`src/rtl/stopwatch_ctrl.sv`:
```
`default_nettype none
// ============================================================================
// Module   : stopwatch_ctrl
// Brief    : Run/pause/adjust sequencer and MM:SS counters for the lab
//            stopwatch. All outputs are registered.
// Revision : 1.0 - initial release
// ============================================================================
module stopwatch_ctrl #(
    parameter int SEC_MAX = 59,
    parameter int MIN_MAX = 99
) (
    input  logic       clk,
    input  logic       rst,
    input  logic       tick_1hz,
    input  logic       tick_2hz,
    input  logic       pause_vld,
    input  logic       reset_vld,
    input  logic       adj,
    input  logic       sel,
    output logic [6:0] min,
    output logic [5:0] sec,
    output logic       running,
    output logic       blink,
    output logic       blink_sel
);

    localparam logic [6:0] c_min_max = 7'(MIN_MAX);
    localparam logic [5:0] c_sec_max = 6'(SEC_MAX);

    typedef enum logic [1:0] {
        ST_IDLE   = 2'd0,
        ST_RUN    = 2'd1,
        ST_PAUSED = 2'd2,
        ST_ADJUST = 2'd3
    } state_t;

    state_t     r_state;
    state_t     w_state_nxt;
    logic [6:0] r_min;
    logic [6:0] w_min_nxt;
    logic [5:0] r_sec;
    logic [5:0] w_sec_nxt;
    logic       r_running;
    logic       w_running_nxt;
    logic       r_blink;
    logic       w_blink_nxt;
    logic       r_blink_sel;
    logic       w_blink_sel_nxt;

    // Next-state and next-output decode; reset_vld outranks adj, adj outranks pause_vld.
    always_comb begin
        w_state_nxt = r_state;
        w_min_nxt   = r_min;
        w_sec_nxt   = r_sec;
        w_blink_nxt = 1'b0;

        if (reset_vld) begin
            w_min_nxt = '0;
            w_sec_nxt = '0;
            if (adj) begin
                w_state_nxt = ST_ADJUST;
                // Staying in ADJUST keeps the blink phase; the tick is dropped.
                if (r_state == ST_ADJUST) begin
                    w_blink_nxt = r_blink;
                end
            end else begin
                w_state_nxt = ST_IDLE;
            end
        end else begin
            case (r_state)
                ST_IDLE: begin
                    if (adj) begin
                        w_state_nxt = ST_ADJUST;
                    end else if (pause_vld) begin
                        w_state_nxt = ST_RUN;
                    end
                end
                ST_RUN: begin
                    // The count tick is applied even when the state changes this cycle.
                    if (tick_1hz) begin
                        if (r_sec < c_sec_max) begin
                            w_sec_nxt = r_sec + 6'd1;
                        end else begin
                            w_sec_nxt = '0;
                            w_min_nxt = (r_min < c_min_max) ? r_min + 7'd1 : '0;
                        end
                    end
                    if (adj) begin
                        w_state_nxt = ST_ADJUST;
                    end else if (pause_vld) begin
                        w_state_nxt = ST_PAUSED;
                    end
                end
                ST_PAUSED: begin
                    if (adj) begin
                        w_state_nxt = ST_ADJUST;
                    end else if (pause_vld) begin
                        w_state_nxt = ST_RUN;
                    end
                end
                ST_ADJUST: begin
                    if (!adj) begin
                        w_state_nxt = ST_PAUSED;
                    end else begin
                        w_blink_nxt = r_blink;
                        // Each 2 Hz tick bumps the selected field without carry.
                        if (tick_2hz) begin
                            w_blink_nxt = ~r_blink;
                            if (sel) begin
                                w_sec_nxt = (r_sec < c_sec_max) ? r_sec + 6'd1 : '0;
                            end else begin
                                w_min_nxt = (r_min < c_min_max) ? r_min + 7'd1 : '0;
                            end
                        end
                    end
                end
                default: begin
                    w_state_nxt = ST_IDLE;
                end
            endcase
        end

        w_running_nxt   = (w_state_nxt == ST_RUN);
        w_blink_sel_nxt = (w_state_nxt == ST_ADJUST) ? sel : 1'b0;
    end

    // State and output registers.
    always_ff @(posedge clk) begin
        if (rst) begin
            r_state     <= ST_IDLE;
            r_min       <= '0;
            r_sec       <= '0;
            r_running   <= 1'b0;
            r_blink     <= 1'b0;
            r_blink_sel <= 1'b0;
        end else begin
            r_state     <= w_state_nxt;
            r_min       <= w_min_nxt;
            r_sec       <= w_sec_nxt;
            r_running   <= w_running_nxt;
            r_blink     <= w_blink_nxt;
            r_blink_sel <= w_blink_sel_nxt;
        end
    end

    assign min       = r_min;
    assign sec       = r_sec;
    assign running   = r_running;
    assign blink     = r_blink;
    assign blink_sel = r_blink_sel;

endmodule
`default_nettype wire
```
`config.mk`:
```
export PLATFORM = sky130hd
export DESIGN_NAME = stopwatch_ctrl
export DESIGN_NICKNAME = d
export VERILOG_FILES = /design/src/rtl/stopwatch_ctrl.sv
export SDC_FILE = /design/constraint.sdc
export NUM_CORES = 1
export LEC_CHECK = 0
export ABC_AREA = 1
export BUFFER_PORTS_ARGS = -buffer_cell sky130_fd_sc_hd__buf_2
export CORE_MARGIN = 2
export CORE_UTILIZATION = 56
export DETAILED_ROUTE_END_ITERATION = 10
export GPL_TIMING_DRIVEN = 1
export PLACE_DENSITY = 0.91
export REMOVE_ABC_BUFFERS = 1
export SLEW_MARGIN = 25
export SYNTH_ARGS = -nofsm -noshare
export SYNTH_HDL_FRONTEND = slang
export SYNTH_SLANG_ARGS = --single-unit
export TNS_END_PERCENT = 100
```
`constraint.sdc`:
```
create_clock -name clk -period 3.1 [get_ports clk]
set_input_delay 0.155 -clock clk [delete_from_list [all_inputs] [get_ports clk]]
set_output_delay 0.155 -clock clk [all_outputs]
set_load 0.05 [all_outputs]
```
; Word level (Yosys, flattened, before mapping)
; Cells that the tools add are included.
[word_totals]
wordCells = 60
mem_bits_ro = 0
ram_bits = 0
latchBits = 0
out_inout_bits = 16
regBits = 18
mem_count = 0
input_bits = 8
[op_classes]
n_shift = 0
multipliers = 0
eq_ne = 13
reduce_logical = 8
n_bitwise = 2
order_cmp = 2
add_sub_neg = 2
mux = 27
n_div = 0
[ops]
columns = cell, n
row1 = 7-bit two-way mux, 6
row2 = 6-bit two-way mux, 5
row3 = 2-bit two-way mux, 7
row4 = 7-bit case mux with 2 select lines, 1
row5 = 2-bit inequality test (second input constant), 6
row6 = 6-bit case mux with 2 select lines, 1
row7 = 7-bit by 1-bit adder with 7-bit output (second input constant), 1
row8 = 7-bit < comparator (second input constant), 1
row9 = 6-bit by 1-bit adder with 6-bit output (second input constant), 1
row10 = 2-bit == test (second input constant), 3
row11 = 6-bit < comparator (second input constant), 1
row12 = 1-bit two-way mux, 6
row13 = 3-bit inequality test (second input constant), 2
row14 = 2-bit case mux with 3 select lines, 1
row15 = 6-bit AND reduction, 1
row16 = 2-bit OR reduction, 3
row17 = 5-bit AND reduction, 1
row18 = 2-bit by 1-bit == test with 1-bit output (second input constant), 2
row19 = 2-bit zero test, 1
row20 = 1-bit inverter, 2
row21 = 2-bit AND reduction, 1
row22 = 2-bit nonzero test, 1

; Longest topological paths before layout
; Gate-level depths: netlist of the first run.
[logic_depth]
word_depth = 7
mapped_depth = 10
depth_no_buf = 9

; Least setup slack after synthesis of the first run
; No wires, ideal clock.
[synth_timing]
path_type = register to register
start = reg r_min[0] (netlist: min[0])
end = reg r_min[6] (netlist: min[6])
period_less_slack_ns = 1.653
path_slack_ns = 1.447
path_stages_with_launch = 7
n_path_buf = 0
arrival_ns = 1.589
setup_ns = 0.064
t_required_ns = 3.036
path_cell_list = dfxtp_1 ha_1 nand4_1 or2_2 o21bai_1 inv_1 nor2_1
[synth_between]
elab_chain_len = 6
elab_cells_between_ends = 9
cone_classes = 1 x add/sub / 1 x order compare / 7 x mux
[synth_rtl]
columns = element, line_no
row1 = start: declaration, 39  ; logic [6:0] r_min;
row2 = start signal: assignment, 138  ; r_min <= w_min_nxt;
row3 = 7-bit by 1-bit adder with 7-bit output / 7-bit < comparator (equally long branches), "85, 112"
row4 = 7-bit two-way mux (*), "85, 112"
row5 = 7-bit two-way mux, 109  ; if (sel) begin
row6 = 7-bit two-way mux, 107  ; if (tick_2hz) begin
row7 = 7-bit two-way mux, 102  ; if (!adj) begin
row8 = 7-bit case mux with 2 select lines (*), 70  ; case (r_state)
; Every way passes the cells marked *; elsewhere a longest branch is shown, timed or not. The select of a mux whose other input is x is not followed.
; A chain may end at the register's enable or synchronous reset.

; Final worst setup path of the first run
[layout_timing]
start = reg r_sec[0] (netlist: sec[0])
end = reg r_min[3] (netlist: min[3])
[layout_between]
elab_chain_len = 3
[layout_rtl]
columns = element, line_no
row1 = start: declaration, 41  ; logic [5:0] r_sec;
row2 = start signal: assignment, 139  ; r_sec <= w_sec_nxt;
row3 = 6-bit < comparator, 81  ; if (r_sec < c_sec_max) begin
row4 = 2-bit inequality test (no line), --
row5 = 6-bit AND reduction (no line), --
; Every way passes these cells.

==> impl_metrics.tcl, run 1 <==
set metrics [dict create \
    status "completed" \
    required_ps 3340 \
    dpl.hpwl_um 1610 \
    clkPwrFrac_pct 27.8 \
    gp_congestion 0.878 \
    numPortBuffers 23 \
    fin_nets 186 \
    postCtsHoldBufs 0 \
    mostFrequentLayoutCells "nand2_1, inv_1, buf_2" \
    grt_pass1_vias 830 \
    num-fill-cells 142 \
    hold_viol 0 \
    share_comb_of_total_power_pct 13.7 \
    drcViolationCount 0 \
    finalCriticalPeriod_ps 1490 \
    syn_inst 149 \
    cts_tree "yes" \
    drt_iter0_markers 27 \
    endpoint_kind "flop" \
    vias 1012 \
    synth.distinct_cells 24 \
    grt_pass1_wl_um 3180 \
    p_sw_share_pct 27.7 \
    path_class "reg -> reg" \
    p_sw_mw 0.115 \
    grt_use_total_pct 20.6 \
    power.leakage_nw 0.538 \
    wl_met1_um 944 \
    met3_length_um 118 \
    core_um2 1710 \
    clock_skew_ps 1.01 \
    initial_core_util_pct 59.3 \
    finalSetupViolations 0 \
    antenna_left 0 \
    die_area_um2 2170 \
    fin_util_pct 68.6 \
    synth_area_um2 1010 \
    fmax_ghz 0.670 \
    tns_ps 0 \
    via_per_inst 5.09 \
    powerDensity_nw_per_um2 353 \
    min_path_type "in -> reg" \
    slew_violations 0 \
    ir_drop_mv 0.236 \
    finalCritPeriodShare_pct 48.1 \
    highest_layer "met4" \
    grt_overflow 0 \
    synth_seq_area_share_pct 35.6 \
    worst_pin_slew_ps 451 \
    drv_cap 0 \
    intPower_mw 0.298 \
    row_count 15 \
    cp-start-kind "flop" \
    dieHeight_um 46.5 \
    crit_chain "ha_1 > or2_4 > nand2_4 > nand2_4 > nand2_4 > inv_2 > nand2_1 > nand2_1 > nor2_1" \
    path_buf_inv 1 \
    crit_top_cell "nand2_4" \
    yosys_warnings 0 \
    p_seq_share_pct 58.6 \
    cts_sinks 18 \
    area_growth_pct 15.6 \
    crit_family "simple AND/OR/NAND/NOR gates" \
    path_clk_slew_ps 100 \
    grt_max_degree 10 \
    syn_area_per_cell_um2 6.80 \
    worstPathArrival_ps 1730 \
    clock_latency_ps 290 \
    cp_slowest_cell "dfxtp_1" \
    cts_htree_levels 1 \
    clock-root-buffer "clkbuf_4" \
    ctsLongestPathBuffers 2 \
    numCtsBuffers 3 \
    dr.pass1.iters 4 \
    mostFrequentLayoutCell "nand2_1" \
    wl_um 2100 \
    die_w_um 46.5 \
    dr_wl_met2_um 1020 \
    ctsResizeCount 0 \
    ys_seq_elements 18 \
    final_layout_size_suffix_gt1_share_pct 20.7 \
    wl_per_cell_um 10.6 \
    postCtsSetupBuffers 0 \
    rsz0062_at_grt "false" \
    antenna_found_initial 0 \
    slew_headroom_pct 69.8 \
    boundaryPins 24 \
    cp_slowest_stage_delay_ps 380 \
    n_antenna_cell 0 \
    critPathMaxFanout 8 \
]
## final cells by class
| cell class | instances | area (um^2) | share of cell area, % |
|---|---|---|---|
| timing repair buffer | 23 | 115 | 9.83 |
| multi-input combinational | 105 | 548 | 46.8 |
| clock buffer | 3 | 22.5 | 1.92 |
| tap | 25 | 31.3 | 2.67 |
| inverter | 25 | 93.8 | 8.01 |
| sequential | 18 | 360 | 30.8 |
## cell families (layout without fill, tap and decap cells)
group	count (synthesis)	count (layout)	share of synthesized area [%]
adder cells (fa/ha/maj)	2	2	2.47
AO/OA/AOI/OAI	21	21	10.9
buffers and inverters	26	51	10.4
AND/OR/NAND/NOR	79	79	38.1
XOR/XNOR	3	3	2.59
flip-flops	18	18	35.6
## through the flow
stage	instances	power (mW)	setup slack [ps]	area, um^2	hold WS, ps
after floorplan	148	0.288	1450	1000	227
after global placement	196	0.301	1690	1150	388
after detailed placement	196	0.303	1640	1150	395
after CTS	199	0.415	1600	1170	75.7
after global routing	199	0.432	1490	1170	86.8
final	199	0.413	1610	1170	87.1
## worst reg2reg max path, stage by stage (launching register included)
cell	delay (ps)
dfxtp_1	380
ha_1	250
or2_4	250
nand2_4	110
nand2_4	80
nand2_4	120
inv_2	50
nand2_1	60
nand2_1	50
nor2_1	100
## synth_stat cells
| cell | instances | area (um^2) |
|---|---|---|
| nand2_1 | 30 | 113 |
| inv_1 | 24 | 90.1 |
| dfxtp_1 | 18 | 360 |
| nor2_1 | 17 | 63.8 |
| nand3_1 | 14 | 70.1 |
| a21oi_1 | 10 | 50.1 |
| o21ai_0 | 7 | 35.0 |
| nand4_1 | 4 | 25.0 |
| nand2_4 | 3 | 33.8 |
| ha_1 | 2 | 25.0 |
| nand3b_1 | 2 | 15.0 |
| nor2_4 | 2 | 22.5 |
| nor3_1 | 2 | 10.0 |
| o21ai_1 | 2 | 10.0 |
| o21bai_1 | 2 | 15.0 |
| xnor2_1 | 2 | 17.5 |
| buf_6 | 1 | 11.3 |
| inv_2 | 1 | 3.75 |
| nand2_2 | 1 | 6.26 |
| nor2_2 | 1 | 6.26 |
| nor4_1 | 1 | 6.26 |
| or2_2 | 1 | 6.26 |
| or2_4 | 1 | 8.76 |
| xor2_1 | 1 | 8.76 |
## power by group through the flow
stage | clock network, mW | registers (mW) | logic (mW)
after floorplan | 0 | 0.256 | 0.0320
after global placement | 0 | 0.247 | 0.0547
after detailed placement | 0 | 0.247 | 0.0564
after CTS | 0.117 | 0.242 | 0.0567
after global routing | 0.128 | 0.242 | 0.0620
final | 0.115 | 0.242 | 0.0564
## sequential cells by signal, summed over array words and instances, names as in the netlist
name / cells
sec: 6
blink: 1
min: 7
running: 1
r_state: 2
blink_sel: 1
## metal layers
layer	GRT usage, %	vias to the layer above
li1	-	526
met1	25.6	452
met2	33.9	31
met3	4.31	3
met4	9.14	0
met5	0	-
## final timing paths
| kind | startpoint | to | slack [ps] | cells after the start |
|---|---|---|---|---|
| setup reg to reg | sec[0] | min[3] | 1610 | 9 |
| hold reg to reg | sec[5] | sec[5] | 500 | 2 |
| hold / removal | rst | r_state[1] | 90 | 2 |
| setup / recovery | sec[0] | min[3] | 1610 | 9 |
Note: power is estimated with default switching activity, not from simulation.
==> inputs of run 2 (changes only) <==
Settings changed: ABC_AREA 1 to 0, CORE_UTILIZATION 56 to 45, PLACE_DENSITY 0.91 to 0.8.
Clock period 3.1 ns to 1.25 ns, I/O delays scaled along.
==> run 2 against run 1 <==
Compared with the run above:
- the run now ends with setup timing left
- flip-flop and latch count did not move
- clock-buffer cell count is the same
- clock power is 140% higher
- total power up 140%
- maximum frequency down 5.2%
- register-to-register slack lost 1900 ps
- synthesized cell count down 34%
- sequential share of layout area down 4.5 points
- worst setup slack lost 1900 ps
- area after synthesis fell by 9.8%
- core utilization increased by 3.0 points
- worst hold slack got worse by 36 ps
- highest routed layer unchanged
==> impl_metrics.tcl, run 2 <==
set metrics [dict create \
    status "finished, violations left" \
    violations "setup timing" \
    antenna_left 0 \
    numCtsBuffers 3 \
    endpoint_kind "flop" \
    synth_seq_area_share_pct 39.4 \
    finalCritPeriodShare_pct 126 \
    yosys.area_share.simple_pct 23.7 \
    synthArstFlopShare_pct 0 \
    worstPathArrival_ps 1750 \
    largest_reg_flops 7 \
    num-fill-cells 163 \
    mostFrequentLayoutCell "buf_4" \
    synth_xor_area_share_pct 3.83 \
    crit_start "sec[1]" \
    p_sw_mw 0.249 \
    yosys.area_share.adder_pct 2.74 \
    min_path_type "in -> reg" \
    slew_headroom_pct 73.2 \
    boundaryPins 24 \
    rr_startpoint "sec[1]" \
    cp-start-kind "flop" \
    intPower_mw 0.759 \
    area_growth_pct 52.0 \
    fin_area_um2 1390 \
    grt_pass1_wl_um 4020 \
    synth_mux_area_share_pct 2.19 \
    synth_edf_count 0 \
    antenna_found_initial 0 \
    p_sw_share_pct 24.7 \
    fin_nets 167 \
    n_antenna_cell 0 \
    clock-root-buffer "clkbuf_4" \
    finalCriticalPeriod_ps 1570 \
    die_area_um2 2410 \
    ys_seq_elements 18 \
    fin_ws_ps -322 \
    synth_top_family_by_area "compound AO/OA/AOI/OAI gates" \
    synth.most_common_cell "dfxtp_1" \
    core_um2 1940 \
    via_per_inst 5.48 \
    critPathMaxFanout 5 \
    slew_violations 0 \
    synth_compound_area_share_pct 24.5 \
    ctsLongestPathBuffers 2 \
    grt_use_total_pct 21.3 \
    gp_congestion 0.814 \
    wl_met1_um 1030 \
    grt_max_degree 10 \
    grt_pass1_vias 939 \
    dr_wl_met2_um 1290 \
    synth_flop_cell "dfxtp_1" \
    synth.cells.most_frequent "dfxtp_1, nor2_1, o21ai_0" \
    clock_latency_ps 290 \
    cts_sinks 18 \
    cts_tree "yes" \
    place_area_um2 1240 \
    mostFrequentLayoutCells "buf_4, buf_2, dfxtp_1" \
    clkPwrFrac_pct 27.3 \
    drcViolationCount 0 \
    hold_viol 0 \
    syn_area_per_cell_um2 9.33 \
    rsz0062_at_grt "true" \
    synth.distinct_cells 39 \
    required_ps 1430 \
    worst-r2r-cell-count 6 \
    dieHeight_um 49.1 \
    yosys_warnings 0 \
    numPortBuffers 23 \
    worstReg2RegEnd "min[3]" \
    fmax_ghz 0.636 \
    hold_start "adj" \
    ir_drop_mv 0.633 \
    die_w_um 49.1 \
    clock_skew_ps 10.0 \
    dpl.hpwl_um 1810 \
    syn_inst 98 \
    cts_htree_levels 1 \
    ys_top_cells_by_area "dfxtp_1, a32o_1, nor3b_1" \
    vias 997 \
    final_layout_size_suffix_gt1_share_pct 49.7 \
    synth_top_area_share_pct 39.4 \
    initial_core_util_pct 47.1 \
    grt_overflow 0 \
    synth_area_um2 915 \
    synth_largest_area_cell "dfxtp_1" \
    met3_length_um 98 \
    powerDensity_nw_per_um2 725 \
    path_clk_slew_ps 100 \
    p_seq_share_pct 58.6 \
    share_comb_of_total_power_pct 14.1 \
    row_count 16 \
    drt_iter0_markers 18 \
    highest_layer "met4" \
    finalSetupViolations 13 \
    wl_um 2450 \
    dr.pass1.iters 4 \
    wl_per_cell_um 13.5 \
    worst_pin_slew_ps 401 \
    drv_cap 0 \
    path_class "reg -> reg" \
    worstSetupEndpoint "min[3]" \
    r2r_setup_slack_ps -320 \
    power.leakage_nw 0.609 \
    tns_ps -2470 \
]
## run 2: worst min path at each step
| stage | end | cells past startpoint |
|---|---|---|
| after global routing | blink_sel | 2 |
| final | blink | 3 |
| after detailed placement | r_state[1] | 2 |
| after global placement | r_state[1] | 2 |
| after CTS | blink | 3 |
| after floorplan | r_state[1] | 1 |
## run 2: metrics by stage
step / util, % / hold WS [ps] / cells / worst slack [ps] / power [mW]
after floorplan: - / 134 / 95 / -936 / 0.666
after global placement: 64.0 / 292 / 172 / -292 / 0.725
after detailed placement: 64.0 / 302 / 172 / -343 / 0.729
after CTS: 68.0 / 40.0 / 179 / -270 / 1.01
after global routing: 71.6 / 44.3 / 182 / -405 / 1.06
final: 71.6 / 51.2 / 182 / -322 / 1.01
## run 2: layout make-up
class	instances	area, um^2	share of cell area (%)
well taps	27	33.8	2.43
flip-flops and latches	18	365	26.3
inverters	3	11.3	0.810
clock buffers	3	22.5	1.62
multi-input cells	74	581	41.8
repair buffers	57	377	27.1
## run 2: metal layers
metal	vias up	track usage, %
met5	-	0
met4	0	10.5
met3	4	3.99
met2	26	37.4
met1	482	24.7
li1	485	-
## run 2: power by group through the flow
stage / sequential (mW) / clock, mW / combinational [mW]
3_5_place_dp: 0.603 / 0 / 0.126
4_1_cts: 0.590 / 0.283 / 0.133
3_3_place_gp: 0.603 / 0 / 0.123
5_1_grt: 0.593 / 0.317 / 0.154
6_report: 0.591 / 0.275 / 0.142
2_1_floorplan: 0.619 / 0 / 0.0469
## run 2: kinds of logic after synthesis
kind of cell,count (synthesis)
AOI/OAI and AO/OA,29
xor gates and xnor gates,4
adders and majority gates,2
buffers and inverters,6
DFF,18
muxes,2
and+or+nand+nor,37
## run 2: timing repair
action	CTS	global route
gates resized for setup	7	14
pin swaps	7	8
hold buffers	1	0
cloned	1	0
endpoints found under the hold margin	2	0
setup buffers	2	3
endpoints found under the setup margin	13	15
## run 2: worst max-delay path, cell delays in order, from the launching register on
cell and delay, ps:
dfxtp_2 360, ha_4 150, o2111ai_4 110, a221oi_2 330
buf_4 180, o21ai_1 60, a32o_1 260
==> inputs of run 3 (changes only) <==
--- a/config.mk
+++ b/config.mk
@@ -9,2 +9,3 @@
 export BUFFER_PORTS_ARGS = -buffer_cell sky130_fd_sc_hd__buf_2
+export CORE_ASPECT_RATIO = 0.7
 export CORE_MARGIN = 2
--- a/constraint.sdc
+++ b/constraint.sdc
@@ -3,2 +3,2 @@
 set_output_delay 0.0625 -clock clk [all_outputs]
-set_load 0.05 [all_outputs]
+set_load 0.1 [all_outputs]
==> run 3 against run 2 <==
Compared with the run above:
- the run still ends with setup timing left
- sequential power barely moved
- non-clock buffer count fell by 4
- clock-buffer cell count grew 1
- clock power increased by 36%
- global-route usage grew 2.2 points
- critical path type unchanged
- highest routed layer unchanged
- critical path depth stayed put
- critical endpoint is now min[2]
- flip-flop and latch count is the same
==> impl_metrics.tcl, run 3 (synthesis results as in run 2) <==
set metrics [dict create \
    mostFrequentLayoutCells "buf_4, dfxtp_1, buf_2" \
    powerDensity_nw_per_um2 752 \
    power.leakage_nw 0.618 \
    cts_sinks 18 \
    ctsLongestPathBuffers 2 \
    row_count 13 \
    preCtsSetupSlack_ps -367 \
    finalSetupViolations 12 \
    rsz0062_at_grt "true" \
    core_um2 1890 \
    final_layout_size_suffix_gt1_share_pct 53.3 \
    status "finished, violations left" \
    dpl.hpwl_um 1770 \
    critPathMaxFanout 8 \
    numPortBuffers 23 \
    wl_per_cell_um 15.5 \
    initial_core_util_pct 48.5 \
    min_path_type "in -> reg" \
    path_clk_slew_ps 100 \
    fmax_ghz 0.649 \
    grt_use_total_pct 23.6 \
    numCtsBuffers 3 \
    grt_pass1_wl_um 4450 \
    antenna_found_initial 0 \
    fin_nets 163 \
    dr.pass1.iters 4 \
    clock_latency_ps 310 \
    finalCritPeriodShare_pct 123 \
    largest_reg_flops 7 \
    cp-start-kind "flop" \
    drv_cap 0 \
    worst_pin_slew_ps 489 \
    dieHeight_um 41.7 \
    cts_tree "yes" \
    clkPwrFrac_pct 33.2 \
    grt_max_degree 11 \
    vias 1012 \
    clock_skew_ps 1.14 \
    intPower_mw 0.824 \
    p_seq_share_pct 52.1 \
    cts_htree_levels 1 \
    share_comb_of_total_power_pct 14.7 \
    path_class "reg -> reg" \
    wl_um 2700 \
    p_sw_mw 0.304 \
    boundaryPins 24 \
    fin_ws_ps -291 \
    via_per_inst 5.82 \
    area_growth_pct 64.0 \
    r2r_setup_slack_ps -290 \
    p_sw_share_pct 27.0 \
    grt_overflow 0 \
    finalCriticalPeriod_ps 1540 \
    antenna_left 0 \
    endpoint_kind "flop" \
    gp_congestion 0.856 \
    drt_iter0_markers 28 \
    hold_viol 0 \
    fin_util_pct 79.5 \
    mostFrequentLayoutCell "buf_4" \
    clock-root-buffer "clkbuf_4" \
    n_antenna_cell 0 \
    ir_drop_mv 0.771 \
    fin_hold_ws_ps 29.3 \
    worstPathArrival_ps 1750 \
    die_area_um2 2410 \
    slew_headroom_pct 67.6 \
    die_w_um 57.9 \
    slew_violations 0 \
    required_ps 1460 \
    drcViolationCount 0 \
    total_power_mw 1.13 \
    violations "setup timing" \
    grt_pass1_vias 969 \
]
[run 3: changes by cell type in the layout (fill, tap and decap cells not counted), moves of 2 or more]
cell     previous run  this run
buf_6               1         3
buf_12              0         5
dfxtp_1            14        12
dfxtp_4             0         2
buf_2              23        10
[run 3: power groups by stage]
stage	combinational, mW	sequential [mW]	clock [mW]
after floorplan	0.0469	0.636	0
after global placement	0.141	0.602	0
after detailed placement	0.145	0.603	0
after CTS	0.155	0.590	0.377
after global routing	0.177	0.590	0.404
final	0.166	0.588	0.374
[run 3: through the flow]
| step | cells | instance area [um^2] | TNS (ps) |
|---|---|---|---|
| global route | 174 | 1500 | -3270 |
| global placement | 166 | 1310 | -2670 |
| CTS | 174 | 1420 | -1850 |
| detailed placement | 166 | 1310 | -3410 |
| floorplan | 95 | 892 | -13610 |
| finish | 174 | 1500 | -2280 |
[run 3: final cells by class]
type	count	area, um^2
Sequential cell	18	373
Inverter	3	11.3
Multi-Input combinational cell	74	603
Fill cell	110	387
Timing Repair Buffer	53	449
Tap cell	22	27.5
Clock buffer	4	36.3
[run 3: critical path, stage by stage, from the launching register on]
cell and delay [ps]:
dfxtp_2 350, ha_4 160, o2111ai_4 190, a221oi_2 100
buf_4 160, and2b_2 230, a32o_2 250
[run 3: routing by layer]
layer  global-route usage (%)  up-vias  routed length, um  part of all wire [%]
met5                        0        -                  0                     0
met2                     37.5       33               1250                    46
met1                     32.1      486               1230                    46
met3                     5.61       11                142                   5.3
met4                     5.58        0                 77                   2.8
li1                         -      482                  -                     -
[run 3: path summary, 6_finish.rpt]
check / to / depth (start not counted) / start
worst max register to register: min[2] / 6 / sec[1]
worst max-delay path: min[2] / 6 / sec[1]
worst min-delay path: blink_sel / 2 / sel
worst min register to register: blink / 2 / r_state[1]
[run 3: what timing repair did]
item	CTS	global route
buffers inserted	3	3
hold buffers	1	0
endpoints found under the setup margin	19	18
pin swaps	9	9
hold endpoints to repair	3	0
gates resized for setup	19	22
